$ cat src/rtl/shift_sequencer.sv
// shift_sequencer: load-and-shift register with a valid/ready load handshake.
// A parallel word and a shift count are loaded in IDLE, then the word is
// shifted one bit per enabled cycle (left or right), filled from ser_in, and
// done pulses for one cycle once the count is exhausted.
// Optional feature macro: SHIFT_ROTATE_EN (fill from the bit shifted out).
module shift_sequencer #(
    parameter  int WIDTH = 16,
    localparam int LEN_W = $clog2(WIDTH + 1)
) (
    input  logic             clk,
    input  logic             rst_n,
    input  logic             load_valid,
    output logic             load_ready,
    input  logic [WIDTH-1:0] load_data,
    input  logic [LEN_W-1:0] load_len,
    input  logic             load_dir,
    input  logic             load_rot,
    input  logic             shift_en,
    input  logic             ser_in,
    output logic [WIDTH-1:0] value,
    output logic             msb,
    output logic             ser_out,
    output logic             busy,
    output logic             done
);

    typedef enum logic [1:0] {
        ST_IDLE,
        ST_SHIFT,
        ST_DONE
    } state_t;

    state_t           state_q, state_d;
    logic [WIDTH-1:0] value_q, value_d;
    logic [LEN_W-1:0] count_q, count_d;
    logic             dir_q,   dir_d;
    logic [LEN_W-1:0] len_clamped;
    logic             fill;

    // Outgoing bit depends only on registered direction and contents.
    assign ser_out = dir_q ? value_q[0] : value_q[WIDTH-1];

`ifdef SHIFT_ROTATE_EN
    logic rot_q, rot_d;

    // Rotate recirculates the outgoing bit; otherwise fill from the serial input.
    always_comb begin
        fill = rot_q ? ser_out : ser_in;
    end
`else
    logic unused_load_rot;
    assign unused_load_rot = load_rot;

    // Without rotate support the vacated bit always comes from ser_in.
    always_comb begin
        fill = ser_in;
    end
`endif

    // Counts above WIDTH are clamped to a full-word shift.
    always_comb begin
        len_clamped = load_len;
        if (load_len > LEN_W'(WIDTH)) begin
            len_clamped = LEN_W'(WIDTH);
        end
    end

    // Next-state and datapath update for the IDLE/SHIFT/DONE sequence.
    always_comb begin
        state_d = state_q;
        value_d = value_q;
        count_d = count_q;
        dir_d   = dir_q;
`ifdef SHIFT_ROTATE_EN
        rot_d   = rot_q;
`endif
        case (state_q)
            ST_IDLE: begin
                if (load_valid) begin
                    value_d = load_data;
                    dir_d   = load_dir;
                    count_d = len_clamped;
`ifdef SHIFT_ROTATE_EN
                    rot_d   = load_rot;
`endif
                    state_d = (len_clamped == '0) ? ST_DONE : ST_SHIFT;
                end
            end
            ST_SHIFT: begin
                if (shift_en) begin
                    if (dir_q) begin
                        value_d = {fill, value_q[WIDTH-1:1]};
                    end else begin
                        value_d = {value_q[WIDTH-2:0], fill};
                    end
                    count_d = count_q - 1'b1;
                    if (count_q == LEN_W'(1)) begin
                        state_d = ST_DONE;
                    end
                end
            end
            ST_DONE: begin
                state_d = ST_IDLE;
            end
            default: begin
                state_d = ST_IDLE;
            end
        endcase
    end

    // State and datapath registers with synchronous active-low reset.
    always_ff @(posedge clk) begin
        if (!rst_n) begin
            state_q <= ST_IDLE;
            value_q <= '0;
            count_q <= '0;
            dir_q   <= 1'b0;
`ifdef SHIFT_ROTATE_EN
            rot_q   <= 1'b0;
`endif
        end else begin
            state_q <= state_d;
            value_q <= value_d;
            count_q <= count_d;
            dir_q   <= dir_d;
`ifdef SHIFT_ROTATE_EN
            rot_q   <= rot_d;
`endif
        end
    end

    assign load_ready = (state_q == ST_IDLE);
    assign done       = (state_q == ST_DONE);
    assign busy       = (state_q != ST_IDLE);
    assign value      = value_q;
    assign msb        = value_q[WIDTH-1];

endmodule

$ cat config.mk
export PLATFORM = sky130hd
export DESIGN_NAME = shift_sequencer
export DESIGN_NICKNAME = d
export VERILOG_FILES = /design/src/rtl/shift_sequencer.sv
export SDC_FILE = /design/constraint.sdc
export NUM_CORES = 1
export LEC_CHECK = 0
export CAP_MARGIN = 20
export CORE_MARGIN = 1.5
export CORE_UTILIZATION = 46
export CTS_CLUSTER_SIZE = 10
export DETAILED_ROUTE_END_ITERATION = 10
export PLACE_DENSITY = 0.81
export SLEW_MARGIN = 10
export SYNTH_ARGS = -nofsm -noshare
export SYNTH_HDL_FRONTEND = slang
export SYNTH_SLANG_ARGS = --single-unit
$ cat constraint.sdc
create_clock -name clk -period 1.7 [get_ports clk]
set_input_delay 0.51 -clock clk [delete_from_list [all_inputs] [get_ports clk]]
set_output_delay 0.51 -clock clk [all_outputs]
set_load 0.05 [all_outputs]
==> qor.txt, run 1 <==
Drt wl/cell -> 15.7 µm
Clk_skew -> 0.00583 ns
Status -> complete, no violations
Die area -> 3630 µm²
Via/cell ratio -> 5.69
Clk root buf -> clkbuf_4
Bufs on Longest Clock Path -> 2
CP max FO -> 3
Top-area cell type share of the netlist area -> 31.9%
Worst path required time -> 1.19 ns
Slew headroom -> 69.0%
Syn nets -> 205
Via count -> 1542
Max-Cap Viols -> 0
Cell variety after synth -> 46
VDD IR max -> 0.000444 V
Max Fclk -> 592 MHz
IO buf count -> 47
Grt ovf -> 0
Final Hold Viols -> 0
Max Transition Viols Final -> 0
Multi-input logic area -> 915 µm²
CTS HTree Levels -> 1
Initial drt markers -> 62
Synth Area per Inst -> 8.62 µm²
Pre-CTS WS -> -0.320 ns
Final Setup Violations -> 0
Drt pass-1 iters -> 4
CTS tree -> built
Number of synthesized flops with an enable pin -> 0
WS Path Type -> register to output port
Final wirelength -> 4270 µm
Critical path arrival -> 1.18 ns
Synth area leader -> dfxtp_1
# DRC -> 0
Worst skew pair latency -> 0.32 ns
Rows -> 20
Initial antenna violation count -> 0
Hold-fix buffers, CTS -> 0
Clock buffer count from CTS -> 3
Final GP Congestion -> 0.948
Final core occ -> 75.7%
Antenna viol nets, final -> 0
Nets -> 259
DP Wirelength -> 3200 µm
Least-Margin Pin Slew -> 0.452 ns
Die height -> 60.3 µm
Final Cycle Share -> 99.4%
Crit path time final -> 1.69 ns
Most common cell after layout, fill and taps aside -> clkdlybuf4s50_1
Final hold slack -> 0.497 ns
Area contributors post-synth -> dfxtp_1, a211oi_1, o32ai_2
Most used DFF post-synth -> dfxtp_1
Sequential area share after synthesis -> 31.9%
Most frequent cells in the layout -> clkdlybuf4s50_1, buf_12, dfxtp_1
Layout area overhead -> 54.5%
Layout cells sized above 1 -> 26.9%
Post-Synthesis Cell Area -> 1510 µm²
Top Ports -> 49
GRT Util Overall -> 24.8%
First-pass GRT wire length -> 6750 µm
Register area -> 487 µm²
Core area -> 3080 µm²
TritonCTS Sinks -> 24
Die W -> 60.3 µm
Starting Density -> 49.0%
# diodes -> 0
Ys async rst share -> 0%
Synth warnings -> 0
Synth Instances -> 175
Pin count of the biggest net entering global routing -> 34
RSZ-0062 raised after global routing -> true
Pleak -> 0.888 nW
Vias in the first global route -> 1486
CP startpoint kind -> register
Hold crit path type -> register to register
Clock transition at path regs -> 0.13 ns
Min setup slack post-route -> 0.0107 ns
Fill cells -> 217
Power Dens Cells -> 797 nW/µm²
#FFs+latches synth -> 24
Critical path capture point type -> output port
registers in the layout (all words and copies together), names as in the netlist:
signal,cells
count_q,5
dir_q,1
state_q,2
value,16
final timing paths:
kind | start | to | slack (ns) | cells after the start
min | count_q[4] | count_q[4] | 0.50 | 2
min reg2reg | count_q[4] | count_q[4] | 0.50 | 2
max | state_q[1] | load_ready | 0.01 | 3
max reg2reg | count_q[0] | count_q[4] | 0.04 | 5
cells by family (layout without fill, tap and decap cells):
logic type / count (synthesis) / after routing / share of synthesized area [%]
buf+inv: 22 / 74 / 8.05
fa+ha+maj: 2 / 2 / 1.66
simple gates: 72 / 72 / 25.8
compound gates: 52 / 52 / 30.2
mux: 3 / 3 / 2.41
flops: 24 / 24 / 31.9
cells in the mapped netlist, drive strengths merged, types with 2 or more instances:
cell type / instances
dfxtp: 24
nor2: 20
nand2: 19
a211oi: 18
o32ai: 16
nor2b: 14
buf: 12
inv: 7
and2b: 5
a21oi: 3
clkbuf: 3
ha: 2
mux2: 2
nand3: 2
o21ai: 2
o22ai: 2
power breakdown:
part           leakage [nW]  switching [mW]  internal [mW]
Clock                0.0138           0.173         0.0833
Combinational         0.675           0.452          0.445
Sequential            0.199          0.0789          0.623
Total                 0.888           0.705           1.15
routing by layer:
metal  track usage [%]  routed length [µm]  vias up
li1                  -                   -      754
met1              29.9                1790      724
met2              43.8                2190       54
met3              3.03                 201       10
met4              10.8                  81        0
met5                 0                   0        -
critical path, cell delays in order (launching register included):
cell,delay [ns]
dfxtp_2,0.35
or2_4,0.28
clkinvlp_4,0.10
buf_12,0.13
cell type report:
| class | instances | area share (%) |
|---|---|---|
| clock buffers | 3 | 0.967 |
| inverters | 7 | 1.29 |
| well taps | 44 | 2.36 |
| repair buffers | 64 | 35.2 |
| flip-flops and latches | 24 | 20.9 |
| multi-input cells | 129 | 39.3 |
timing repair:
item	CTS	global route
endpoints found under the hold margin	0	0
resized for setup	4	1
pin swaps	0	1
endpoints found under the setup margin	2	3
setup buffers	1	0
stage by stage:
stage          instances  total power [mW]  area (µm²)  setup TNS, ns
2_1_floorplan        175              1.19        1520              0
3_3_place_gp         267              1.57        2290          -3.48
3_5_place_dp         267              1.60        2290          -4.68
4_1_cts              271              1.86        2330              0
5_1_grt              271              1.94        2330        -0.0184
6_report             271              1.86        2330              0
(Power assumes the default switching activity.)
==> run 2, diff against run 1 <==
--- a/config.mk
+++ b/config.mk
@@ -7,10 +7,10 @@
 export LEC_CHECK = 0
 export CAP_MARGIN = 20
 export CORE_MARGIN = 1.5
-export CORE_UTILIZATION = 46
+export CORE_UTILIZATION = 40
 export CTS_CLUSTER_SIZE = 10
 export DETAILED_ROUTE_END_ITERATION = 10
-export PLACE_DENSITY = 0.81
+export PLACE_DENSITY = 0.72
 export SLEW_MARGIN = 10
 export SYNTH_ARGS = -nofsm -noshare
 export SYNTH_HDL_FRONTEND = slang
==> qor.txt, run 2 (synthesis results as in run 1) <==
Status -> complete, no violations
Clk_skew -> 0.00206 ns (-0.00377 ns)
Flop-to-flop setup slack -> 0.12 ns (+0.08 ns)
Top Ports -> 49 (unchanged)
Die W -> 64.4 µm (+6.9%)
Final Hold Viols -> 0 (unchanged)
CTS tree -> built
Worst path required time -> 1.19 ns (about the same)
Worst Hold Launch -> count_q[4]
Largest register FFs -> 16 (unchanged)
CP startpoint kind -> register
Setup_tns -> 0 ns (unchanged)
Final hold slack -> 0.482 ns (-0.0153 ns)
Comb pwr share -> 43.4% (-5.0 points)
First-pass GRT wire length -> 7420 µm (+10%)
Switching Fraction -> 34.3% (-3.6 points)
Most frequent cells in the layout -> clkdlybuf4s50_1, buf_12, dfxtp_1
Power Dens Cells -> 865 nW/µm² (+8.6%)
Initial drt markers -> 138 (+120%)
Critical path capture point type -> output port
Crit. Startpoint -> state_q[1]
Drt pass-1 iters -> 5 (+1)
RSZ-0062 raised after global routing -> false
CTS HTree Levels -> 1 (unchanged)
Final cell count without fillers -> 283 (+4.4%)
Final wirelength -> 4420 µm (+3.7%)
Max-Cap Viols -> 0 (unchanged)
Core area -> 3630 µm² (+18%)
Slew headroom -> 69.9% (+0.90 points)
Max Transition Viols Final -> 0 (unchanged)
Clock transition at path regs -> 0.09 ns (-0.04 ns)
Critical path arrival -> 1.14 ns (-0.04 ns)
Grt met2 use -> 40.0% (-3.8 points)
Antenna viol nets, final -> 0 (unchanged)
DP Wirelength -> 3230 µm (+1.0%)
Clk root buf -> clkbuf_8
Pin count of the biggest net entering global routing -> 34 (unchanged)
Cell count after placement -> 278 (+4.1%)
Initial antenna violation count -> 0 (unchanged)
VDD IR max -> 0.000327 V (-26%)
TritonCTS Sinks -> 24 (unchanged)
# diodes -> 0 (unchanged)
Bufs on Longest Clock Path -> 2 (unchanged)
Least-Margin Pin Slew -> 0.438 ns (-0.0132 ns)
Grt ovf -> 0 (unchanged)
Worst skew pair latency -> 0.27 ns (-0.05 ns)
WS Path Type -> register to output port
Drt wl/cell -> 15.6 µm (-0.74%)
Clock share of power -> 23.8% (+10 points)
Grt met1 use -> 27.0% (-2.9 points)
Final Setup Violations -> 0 (unchanged)
Layout cells sized above 1 -> 29.8% (+2.9 points)
Hold crit path type -> register to register
Hold-fix buffers, CTS -> 0 (unchanged)
Final GP Congestion -> 0.894 (-5.7%)
Via count -> 1595 (+3.4%)
Final Cycle Share -> 97.1% (-2.3 points)
Layout area overhead -> 63.7%
Die area -> 4150 µm² (+14%)
Rows -> 22 (+10%)
Vias in the first global route -> 1656 (+11%)
GR Layer Usage met3 -> 3.52% (+0.49 points)
P_int -> 1.40 mW (+22%)
Die height -> 64.4 µm (+6.9%)
# DRC -> 0 (unchanged)
Most Used Layer, Global Route -> met2
CP max FO -> 3 (unchanged)
Crit path time final -> 1.65 ns (-0.0389 ns)
Post-CTS setup buffers -> 0 (-1)
Pleak -> 0.969 nW (+9.1%)
Reg2reg start -> count_q[1]
IO buf count -> 47 (unchanged)
Sequential share of power -> 32.9% (-4.9 points)
Via/cell ratio -> 5.64 (-0.95%)
Nets -> 266 (+2.7%)
Final core occ -> 67.9% (-7.8 points)
Clock buffer count from CTS -> 3 (unchanged)
Starting Density -> 41.5% (-7.5 points)
Switching power -> 0.733 mW (+4.0%)
Max Fclk -> 606 MHz (+2.4%)
GRT Util Overall -> 22.4% (-2.4 points)
Total power -> 2.13 mW (+15%)
-- run 2: changes by cell type in the layout (fill, tap and decap cells not counted), moves of 2 or more --
cell / change
dlymetal6s2s_1: +2
clkbuf_8: +3
clkbuf_4: -3
buf_4: +4
clkdlybuf4s50_1: -3
-- run 2: timing repair --
item,in CTS,in global routing
gates resized for setup,3,7
gates cloned,0,1
hold endpoints to repair,0,0
endpoints found under the setup margin,3,12
pin swaps,1,0
-- run 2: worst paths after layout --
path,end,cells after the start
worst max-delay path,busy,3
worst min-delay path,count_q[4],2
worst max register to register,count_q[4],5
worst min register to register,count_q[4],2
-- run 2: through the flow --
step | worst slack, ns | area [µm²]
2_1_floorplan | 0.0198 | 1520
3_3_place_gp | -0.264 | 2360
3_5_place_dp | -0.318 | 2360
4_1_cts | 0.00526 | 2430
5_1_grt | 0.00882 | 2470
6_report | 0.0495 | 2470
-- run 2: area by class of cell --
class | instances | area [µm²]
fillers | 303 | 1170
multi-input cells | 130 | 937
repair buffers | 70 | 886
flip-flops and latches | 24 | 483
well taps | 48 | 60.1
clock buffers | 3 | 41.3
clock inverters | 1 | 30.0
inverters | 7 | 30.0
-- run 2: power groups by stage --
stage	registers, mW	clock network [mW]	logic [mW]
after floorplan	0.823	0	0.372
after global placement	0.709	0	0.895
after detailed placement	0.713	0	0.910
after CTS	0.701	0.517	0.914
after global routing	0.712	0.544	0.977
final	0.701	0.507	0.926
-- run 2: metal layers --
metal	wire length, µm	part of all wire (%)
met1	1870	42
met2	2310	52
met3	190	4.3
met4	53	1.2
met5	0	0
-- run 2: critical path, stage by stage (launching register included) --
cell and delay, ns:
dfxtp_2 0.34, or2_4 0.27, buf_6 0.12, buf_12 0.13
